### src/rtl/decode_issue_queue_if.sv
// Decode-to-launch bundle for decode_issue_queue: dual decode inputs, launch window,
// launch feedback and occupancy. master = decode/launch side, slave = the queue.
interface decode_issue_queue_if #(
    parameter int PC_W  = 32,
    parameter int DC_W  = 67,
    parameter int DEPTH = 8
);
    localparam int CW = $clog2(DEPTH) + 1;

    logic            stop;
    logic            flush;
    logic            in1_valid;
    logic [PC_W-1:0] in1_pc;
    logic [PC_W-1:0] in1_npc;
    logic [DC_W-1:0] in1_decodeout;
    logic            in2_valid;
    logic [PC_W-1:0] in2_pc;
    logic [PC_W-1:0] in2_npc;
    logic [DC_W-1:0] in2_decodeout;
    logic            in_ready;
    logic [PC_W-1:0] out1_pc;
    logic [PC_W-1:0] out1_npc;
    logic [DC_W-1:0] out1_decodeout;
    logic            receive_flag1;
    logic [PC_W-1:0] out2_pc;
    logic [PC_W-1:0] out2_npc;
    logic [DC_W-1:0] out2_decodeout;
    logic            receive_flag2;
    logic [3:0]      launch_flag;
    logic [CW-1:0]   count;

    modport master (
        output stop, flush,
        output in1_valid, in1_pc, in1_npc, in1_decodeout,
        output in2_valid, in2_pc, in2_npc, in2_decodeout,
        output launch_flag,
        input  in_ready,
        input  out1_pc, out1_npc, out1_decodeout, receive_flag1,
        input  out2_pc, out2_npc, out2_decodeout, receive_flag2,
        input  count
    );

    modport slave (
        input  stop, flush,
        input  in1_valid, in1_pc, in1_npc, in1_decodeout,
        input  in2_valid, in2_pc, in2_npc, in2_decodeout,
        input  launch_flag,
        output in_ready,
        output out1_pc, out1_npc, out1_decodeout, receive_flag1,
        output out2_pc, out2_npc, out2_decodeout, receive_flag2,
        output count
    );
endinterface

### src/rtl/decode_issue_queue.sv
// In-order decoded-instruction queue: two pushes per cycle from dual decode, a two-entry
// launch window at the head, and retirement driven by launch_flag feedback.
module decode_issue_queue #(
    parameter int PC_W  = 32,
    parameter int DC_W  = 67,
    parameter int DEPTH = 8
) (
    input  logic                 clk,
    input  logic                 rst,
    decode_issue_queue_if.slave  bus
);
    localparam int AW = $clog2(DEPTH);
    localparam logic [AW-1:0] PTR_ONE  = AW'(1);
    localparam logic [AW:0]   CNT_ONE  = (AW+1)'(1);
    localparam logic [AW:0]   CNT_TWO  = (AW+1)'(2);
    localparam logic [AW:0]   ROOM_LIM = (AW+1)'(DEPTH - 2);

    logic [PC_W-1:0]  pc_mem  [DEPTH];
    logic [PC_W-1:0]  npc_mem [DEPTH];
    logic [DC_W-1:0]  dc_mem  [DEPTH];
    logic [DEPTH-1:0] done;

    logic [AW-1:0] head, tail, head1, tail1, wr2_idx;
    logic [AW:0]   count_r, push_n, pop_n;
    logic          active, ready, rf1, rf2, launch1, launch2, d1, d2;

    assign head1   = head + PTR_ONE;
    assign tail1   = tail + PTR_ONE;
    assign wr2_idx = bus.in1_valid ? tail1 : tail;

    assign active = !bus.stop && !bus.flush;
    // Room is judged on the registered count only; a same-cycle pop never opens the gate.
    assign ready  = (count_r <= ROOM_LIM) && active;

    assign rf1 = active && (count_r >= CNT_ONE) && !done[head];
    assign rf2 = active && (count_r >= CNT_TWO) && !done[head1];

    assign launch1 = (|bus.launch_flag[3:2]) && rf1;
    assign launch2 = (|bus.launch_flag[1:0]) && rf2;
    assign d1      = done[head]  || launch1;
    assign d2      = done[head1] || launch2;

    always_comb begin
        push_n = '0;
        pop_n  = '0;
        if (ready)
            push_n = (AW+1)'(bus.in1_valid) + (AW+1)'(bus.in2_valid);
        if (active && d1)
            pop_n = (d2 && (count_r >= CNT_TWO)) ? CNT_TWO : CNT_ONE;
    end

    assign bus.in_ready       = ready;
    assign bus.count          = count_r;
    assign bus.receive_flag1  = rf1;
    assign bus.receive_flag2  = rf2;
    assign bus.out1_pc        = rf1 ? pc_mem[head]   : '0;
    assign bus.out1_npc       = rf1 ? npc_mem[head]  : '0;
    assign bus.out1_decodeout = rf1 ? dc_mem[head]   : '0;
    assign bus.out2_pc        = rf2 ? pc_mem[head1]  : '0;
    assign bus.out2_npc       = rf2 ? npc_mem[head1] : '0;
    assign bus.out2_decodeout = rf2 ? dc_mem[head1]  : '0;

    // Payload storage carries no reset; validity comes from the pointers and count.
    always_ff @(posedge clk) begin
        if (!rst && ready) begin
            if (bus.in1_valid) begin
                pc_mem[tail]  <= bus.in1_pc;
                npc_mem[tail] <= bus.in1_npc;
                dc_mem[tail]  <= bus.in1_decodeout;
            end
            if (bus.in2_valid) begin
                pc_mem[wr2_idx]  <= bus.in2_pc;
                npc_mem[wr2_idx] <= bus.in2_npc;
                dc_mem[wr2_idx]  <= bus.in2_decodeout;
            end
        end
    end

    always_ff @(posedge clk) begin
        if (rst || bus.flush) begin
            head    <= '0;
            tail    <= '0;
            count_r <= '0;
            done    <= '0;
        end else if (active) begin
            head    <= head + pop_n[AW-1:0];
            tail    <= tail + push_n[AW-1:0];
            count_r <= count_r + push_n - pop_n;
            if (pop_n != '0)
                done[head] <= 1'b0;
            // A younger-only launch marks entry 2 and leaves it parked behind the head.
            if (pop_n == CNT_TWO)
                done[head1] <= 1'b0;
            else if (!d1 && launch2)
                done[head1] <= 1'b1;
        end
    end
endmodule

### src/flat_wrapper.sv
// flat-port wrapper written by rule: the top's interface ports become plain ports
module decode_issue_queue_flat 
#(
    parameter int PC_W  = 32,
    parameter int DC_W  = 67,
    parameter int DEPTH = 8
)
  (clk, rst, bus_stop, bus_flush, bus_in1_valid, bus_in1_pc, bus_in1_npc, bus_in1_decodeout, bus_in2_valid, bus_in2_pc, bus_in2_npc, bus_in2_decodeout, bus_launch_flag, bus_in_ready, bus_out1_pc, bus_out1_npc, bus_out1_decodeout, bus_receive_flag1, bus_out2_pc, bus_out2_npc, bus_out2_decodeout, bus_receive_flag2, bus_count);
  decode_issue_queue_if #(.PC_W(PC_W), .DC_W(DC_W), .DEPTH(DEPTH)) bus_i ();
  input  logic clk;
  input  logic rst;
  input wire logic [$bits(bus_i.stop)-1:0] bus_stop;
  input wire logic [$bits(bus_i.flush)-1:0] bus_flush;
  input wire logic [$bits(bus_i.in1_valid)-1:0] bus_in1_valid;
  input wire logic [$bits(bus_i.in1_pc)-1:0] bus_in1_pc;
  input wire logic [$bits(bus_i.in1_npc)-1:0] bus_in1_npc;
  input wire logic [$bits(bus_i.in1_decodeout)-1:0] bus_in1_decodeout;
  input wire logic [$bits(bus_i.in2_valid)-1:0] bus_in2_valid;
  input wire logic [$bits(bus_i.in2_pc)-1:0] bus_in2_pc;
  input wire logic [$bits(bus_i.in2_npc)-1:0] bus_in2_npc;
  input wire logic [$bits(bus_i.in2_decodeout)-1:0] bus_in2_decodeout;
  input wire logic [$bits(bus_i.launch_flag)-1:0] bus_launch_flag;
  output wire logic [$bits(bus_i.in_ready)-1:0] bus_in_ready;
  output wire logic [$bits(bus_i.out1_pc)-1:0] bus_out1_pc;
  output wire logic [$bits(bus_i.out1_npc)-1:0] bus_out1_npc;
  output wire logic [$bits(bus_i.out1_decodeout)-1:0] bus_out1_decodeout;
  output wire logic [$bits(bus_i.receive_flag1)-1:0] bus_receive_flag1;
  output wire logic [$bits(bus_i.out2_pc)-1:0] bus_out2_pc;
  output wire logic [$bits(bus_i.out2_npc)-1:0] bus_out2_npc;
  output wire logic [$bits(bus_i.out2_decodeout)-1:0] bus_out2_decodeout;
  output wire logic [$bits(bus_i.receive_flag2)-1:0] bus_receive_flag2;
  output wire logic [$bits(bus_i.count)-1:0] bus_count;
  assign bus_i.stop = bus_stop;
  assign bus_i.flush = bus_flush;
  assign bus_i.in1_valid = bus_in1_valid;
  assign bus_i.in1_pc = bus_in1_pc;
  assign bus_i.in1_npc = bus_in1_npc;
  assign bus_i.in1_decodeout = bus_in1_decodeout;
  assign bus_i.in2_valid = bus_in2_valid;
  assign bus_i.in2_pc = bus_in2_pc;
  assign bus_i.in2_npc = bus_in2_npc;
  assign bus_i.in2_decodeout = bus_in2_decodeout;
  assign bus_i.launch_flag = bus_launch_flag;
  assign bus_in_ready = bus_i.in_ready;
  assign bus_out1_pc = bus_i.out1_pc;
  assign bus_out1_npc = bus_i.out1_npc;
  assign bus_out1_decodeout = bus_i.out1_decodeout;
  assign bus_receive_flag1 = bus_i.receive_flag1;
  assign bus_out2_pc = bus_i.out2_pc;
  assign bus_out2_npc = bus_i.out2_npc;
  assign bus_out2_decodeout = bus_i.out2_decodeout;
  assign bus_receive_flag2 = bus_i.receive_flag2;
  assign bus_count = bus_i.count;
  decode_issue_queue #(.PC_W(PC_W), .DC_W(DC_W), .DEPTH(DEPTH)) u_core (.clk(clk), .rst(rst), .bus(bus_i));
endmodule
### config.mk
export PLATFORM = sky130hd
export DESIGN_NAME = decode_issue_queue_flat
export DESIGN_NICKNAME = d
export VERILOG_FILES = /design/src/rtl/decode_issue_queue_if.sv /design/src/rtl/decode_issue_queue.sv /design/src/flat_wrapper.sv
export SDC_FILE = /design/constraint.sdc
export NUM_CORES = 2
export LEC_CHECK = 0
export CAP_MARGIN = 30
export CORE_ASPECT_RATIO = 1.2
export CORE_UTILIZATION = 57
export DETAILED_ROUTE_END_ITERATION = 7
export GPL_TIMING_DRIVEN = 0
export HOLD_SLACK_MARGIN = 0.03
export PLACE_DENSITY = 0.82
export SYNTH_ARGS = -nofsm -noshare
export SYNTH_HDL_FRONTEND = slang
export SYNTH_SLANG_ARGS = --single-unit
### constraint.sdc
create_clock -name clk -period 17 [get_ports clk]
set_input_delay 3.4 -clock clk [delete_from_list [all_inputs] [get_ports clk]]
set_output_delay 3.4 -clock clk [all_outputs]
set_load 0.1 [all_outputs]
==> run_results.csv <==
group,metric,value,unit
outcome,status,"complete, but fails checks",
outcome,failed_checks,"design-rule violations",
global_routing,antenna_found_initial,56,
clocking,cts_tree,"done",
setup_path,cp_max_fo,10,
hold_path,hp-class,"reg -> reg",
timing,whs,583,ps
power,vdd_drop_max,0.0000805,V
layout,syn_to_final_growth,23.0,%
layout,drive_above_1_share,32.0,%
setup_path,cp-end-kind,"primary output",
synthesis,synth_top_area_share,53.2,%
setup_path,endpoint,"bus_out2_npc[30]",
synthesis,yosys-top-cells-area,"edfxtp_1, mux2_2, mux4_2",
synthesis,syn_inst,3958,
setup_path,r2r_end,"u_core.dc_mem[6][36]$_DFFE_PP_",
clocking,clock-sinks,1069,
timing,rsz0062_at_grt,"false",
layout,fin_cells,6255,
floorplan,die_width,296,µm
routing,dr_wl_met2,102000,µm
layout,design_area,72800,µm²
floorplan,start_util,57.4,%
routing,wl,232000,µm
timing,finalSetupViolCount,0,
synthesis,synth_top_area_cell,"edfxtp_1",
routing,met1_length,71700,µm
global_routing,overflow,0,
routing,wl_met3,37300,µm
run,drv_cap,0,
floorplan,core_area,103000,µm²
clocking,cts_setup_buffers,0,
timing,fmax,0.0833,GHz
power,powerDensity,78.8,nW/µm²
timing,timing.final.crit_share,70.6,%
clocking,htree_levels,3,
setup_path,cp-startpoint,"bus_stop",
clocking,root_buffer,"clkbuf_16",
place,place_area,69000,µm²
timing,slew_headroom,20.0,%
timing,min_period,12000,ps
synthesis,avgSynthCellArea,14.9,µm²
global_routing,grt_max_degree,21,
synthesis,ys_seq_area_share,53.9,%
synthesis,synth-edff-count,1048,
setup_path,timing.rr.start,"u_core.bus.count[3]$_SDFFE_PP0P_",
setup_path,arrival,8600,ps
place,place.gp.congestion,0.959,
routing,ant_nets,0,
layout,layout_commonest_cell,"edfxtp_1",
layout,final_core_util,70.7,%
clocking,cts.clk_slew.worst_paths,60,ps
routing,wl_per_cell,37.1,µm
global_routing,grt_usage,43.3,%
clocking,insertion_delay,740,ps
global_routing,grt_pass1_vias,46100,
setup_path,crit_required,13600,ps
synthesis,synth.net_count,4245,
routing,drc_errors,1,
synthesis,synthFlopType,"edfxtp_1",
routing,first_iter_violations,9107,
synthesis,syn_area,59100,µm²
synthesis,synthDistinctLibCells,48,
synthesis,synth-seq-cells,1069,
place,dp_cells,6000,
power,p_leak,0.0231,µW
floorplan,dieArea,105000,µm²
floorplan,pin_count,541,
setup_path,critPathKind,"in -> out",
timing,clock_skew,44.4,ps
clocking,cts_made_buffers,108,
layout,fin_nets,5040,
setup_path,start_kind,"input port",
layout,fill_cells,6698,
setup_path,reg2reg_slack,12500,ps
clocking,clk_path_buf_depth,3,
routing,first_pass_iters,8,
power,finalPower,5730,µW
global_routing,grt_pass1_wl,323000,µm
timing,worst_pin_slew,1200,ps
clocking,ctsHoldBuffers,0,
layout,layout_common_cells,"edfxtp_1, mux2_2, clkdlybuf4s50_1",
routing,via_per_inst,7.55,
floorplan,die_h,355,µm
setup_path,reg2regPathDepth,11,
floorplan,num_rows,129,
routing,top_layer_used,"met5",
place,hpwl,154000,µm
clocking,ctsResizeCount,0,
synthesis,ys_async_sr_fraction,0,%
synthesis,yosys_warnings,0,
place,place.port_buffers,540,
routing,vias,47200,
timing,drv_slew,0,
timing,hold_viol,0,
[synth_stat cells (4+ instances only)]
| master | number |
|---|---|
| edfxtp_1 | 1048 |
| mux2_2 | 827 |
| o22ai_1 | 533 |
| nor2_1 | 288 |
| mux4_2 | 267 |
| mux2_1 | 221 |
| clkbuf_1 | 148 |
| mux2i_1 | 137 |
| or4_1 | 132 |
| buf_2 | 84 |
| buf_1 | 54 |
| buf_4 | 34 |
| dfxtp_1 | 21 |
| buf_6 | 19 |
| nand2_1 | 17 |
| o21ai_0 | 15 |
| inv_1 | 13 |
| ha_1 | 11 |
| a211oi_1 | 7 |
| nor3_1 | 7 |
| nand3_1 | 6 |
| nor2b_1 | 6 |
| xor2_1 | 6 |
| a21oi_1 | 5 |
| nand4_1 | 5 |
| and2_1 | 4 |
| fa_1 | 4 |
[routing by layer]
metal	up-vias	GRT usage [%]
li1	17900	-
met1	22900	52.7
met2	5004	63.6
met3	1299	15.4
met4	52	32.1
met5	-	0
[layout make-up]
type,instances,area (µm²),area share (%)
Sequential cell,1069,31900,43.8
Multi-Input combinational cell,2536,25700,35.3
Timing Repair Buffer,685,8270,11.4
Clock buffer,135,2840,3.91
Tap cell,1375,1720,2.36
Buffer,339,1650,2.27
Clock inverter,65,586,0.805
Antenna cell,37,92.6,0.127
Inverter,14,52.6,0.0722
[critical path: stages]
cell             delay [ps]
clkdlybuf4s50_1         520
or2_1                   250
buf_2                   200
nor2_1                  180
nand3_1                 660
clkbuf_2                760
clkbuf_1                590
nor2_1                  740
clkdlybuf4s50_1        1270
[sequential cells by signal (all words and copies together) (netlist names), named ones only]
name	flops
u_core.done	8
u_core.pc_mem	256
u_core.head	3
u_core.tail	3
u_core.bus.count	4
u_core.dc_mem	536
u_core.npc_mem	256
[power by group]
part           total (µW)  switching [µW]  internal, µW
Clock                2390            1080          1310
Combinational         429             238           190
Sequential           2920            7.46          2910
Total                5730            1330          4410
[through the flow]
step | TNS [ps] | worst slack (ps)
2_1_floorplan | 0 | 1590
3_3_place_gp | -4792930 | -9420
3_5_place_dp | 0 | 5350
4_1_cts | 0 | 5380
5_1_grt | 0 | 5140
6_report | 0 | 5000
[cell families (layout without fill, tap and decap cells)]
logic type | count (synthesis) | count (layout) | synth area share [%]
other | 0 | 37 | 0
multiplexers | 1452 | 1452 | 32.4
buffers and inverters | 353 | 1238 | 2.88
XOR/XNOR | 9 | 9 | 0.133
flip-flops | 1069 | 1069 | 53.9
AND/OR/NAND/NOR | 484 | 484 | 4.12
adder cells (fa/ha/maj) | 15 | 15 | 0.368
AO/OA/AOI/OAI | 576 | 576 | 6.14
[worst min-delay path by stage]
| stage | from | endpoint | slack [ps] | cells after the start |
|---|---|---|---|---|
| floorplan | u_core.done[1]$_SDFFE_PP0P_ | u_core.done[1]$_SDFFE_PP0P_ | 470 | 2 |
| global placement | u_core.done[1]$_SDFFE_PP0P_ | u_core.done[1]$_SDFFE_PP0P_ | 510 | 2 |
| detailed placement | u_core.done[1]$_SDFFE_PP0P_ | u_core.done[1]$_SDFFE_PP0P_ | 510 | 2 |
| CTS | u_core.done[1]$_SDFFE_PP0P_ | u_core.done[1]$_SDFFE_PP0P_ | 560 | 2 |
| global route | u_core.done[2]$_SDFFE_PP0P_ | u_core.done[2]$_SDFFE_PP0P_ | 600 | 2 |
| finish | u_core.done[1]$_SDFFE_PP0P_ | u_core.done[1]$_SDFFE_PP0P_ | 580 | 2 |
Power figures use the tool's default switching activity.
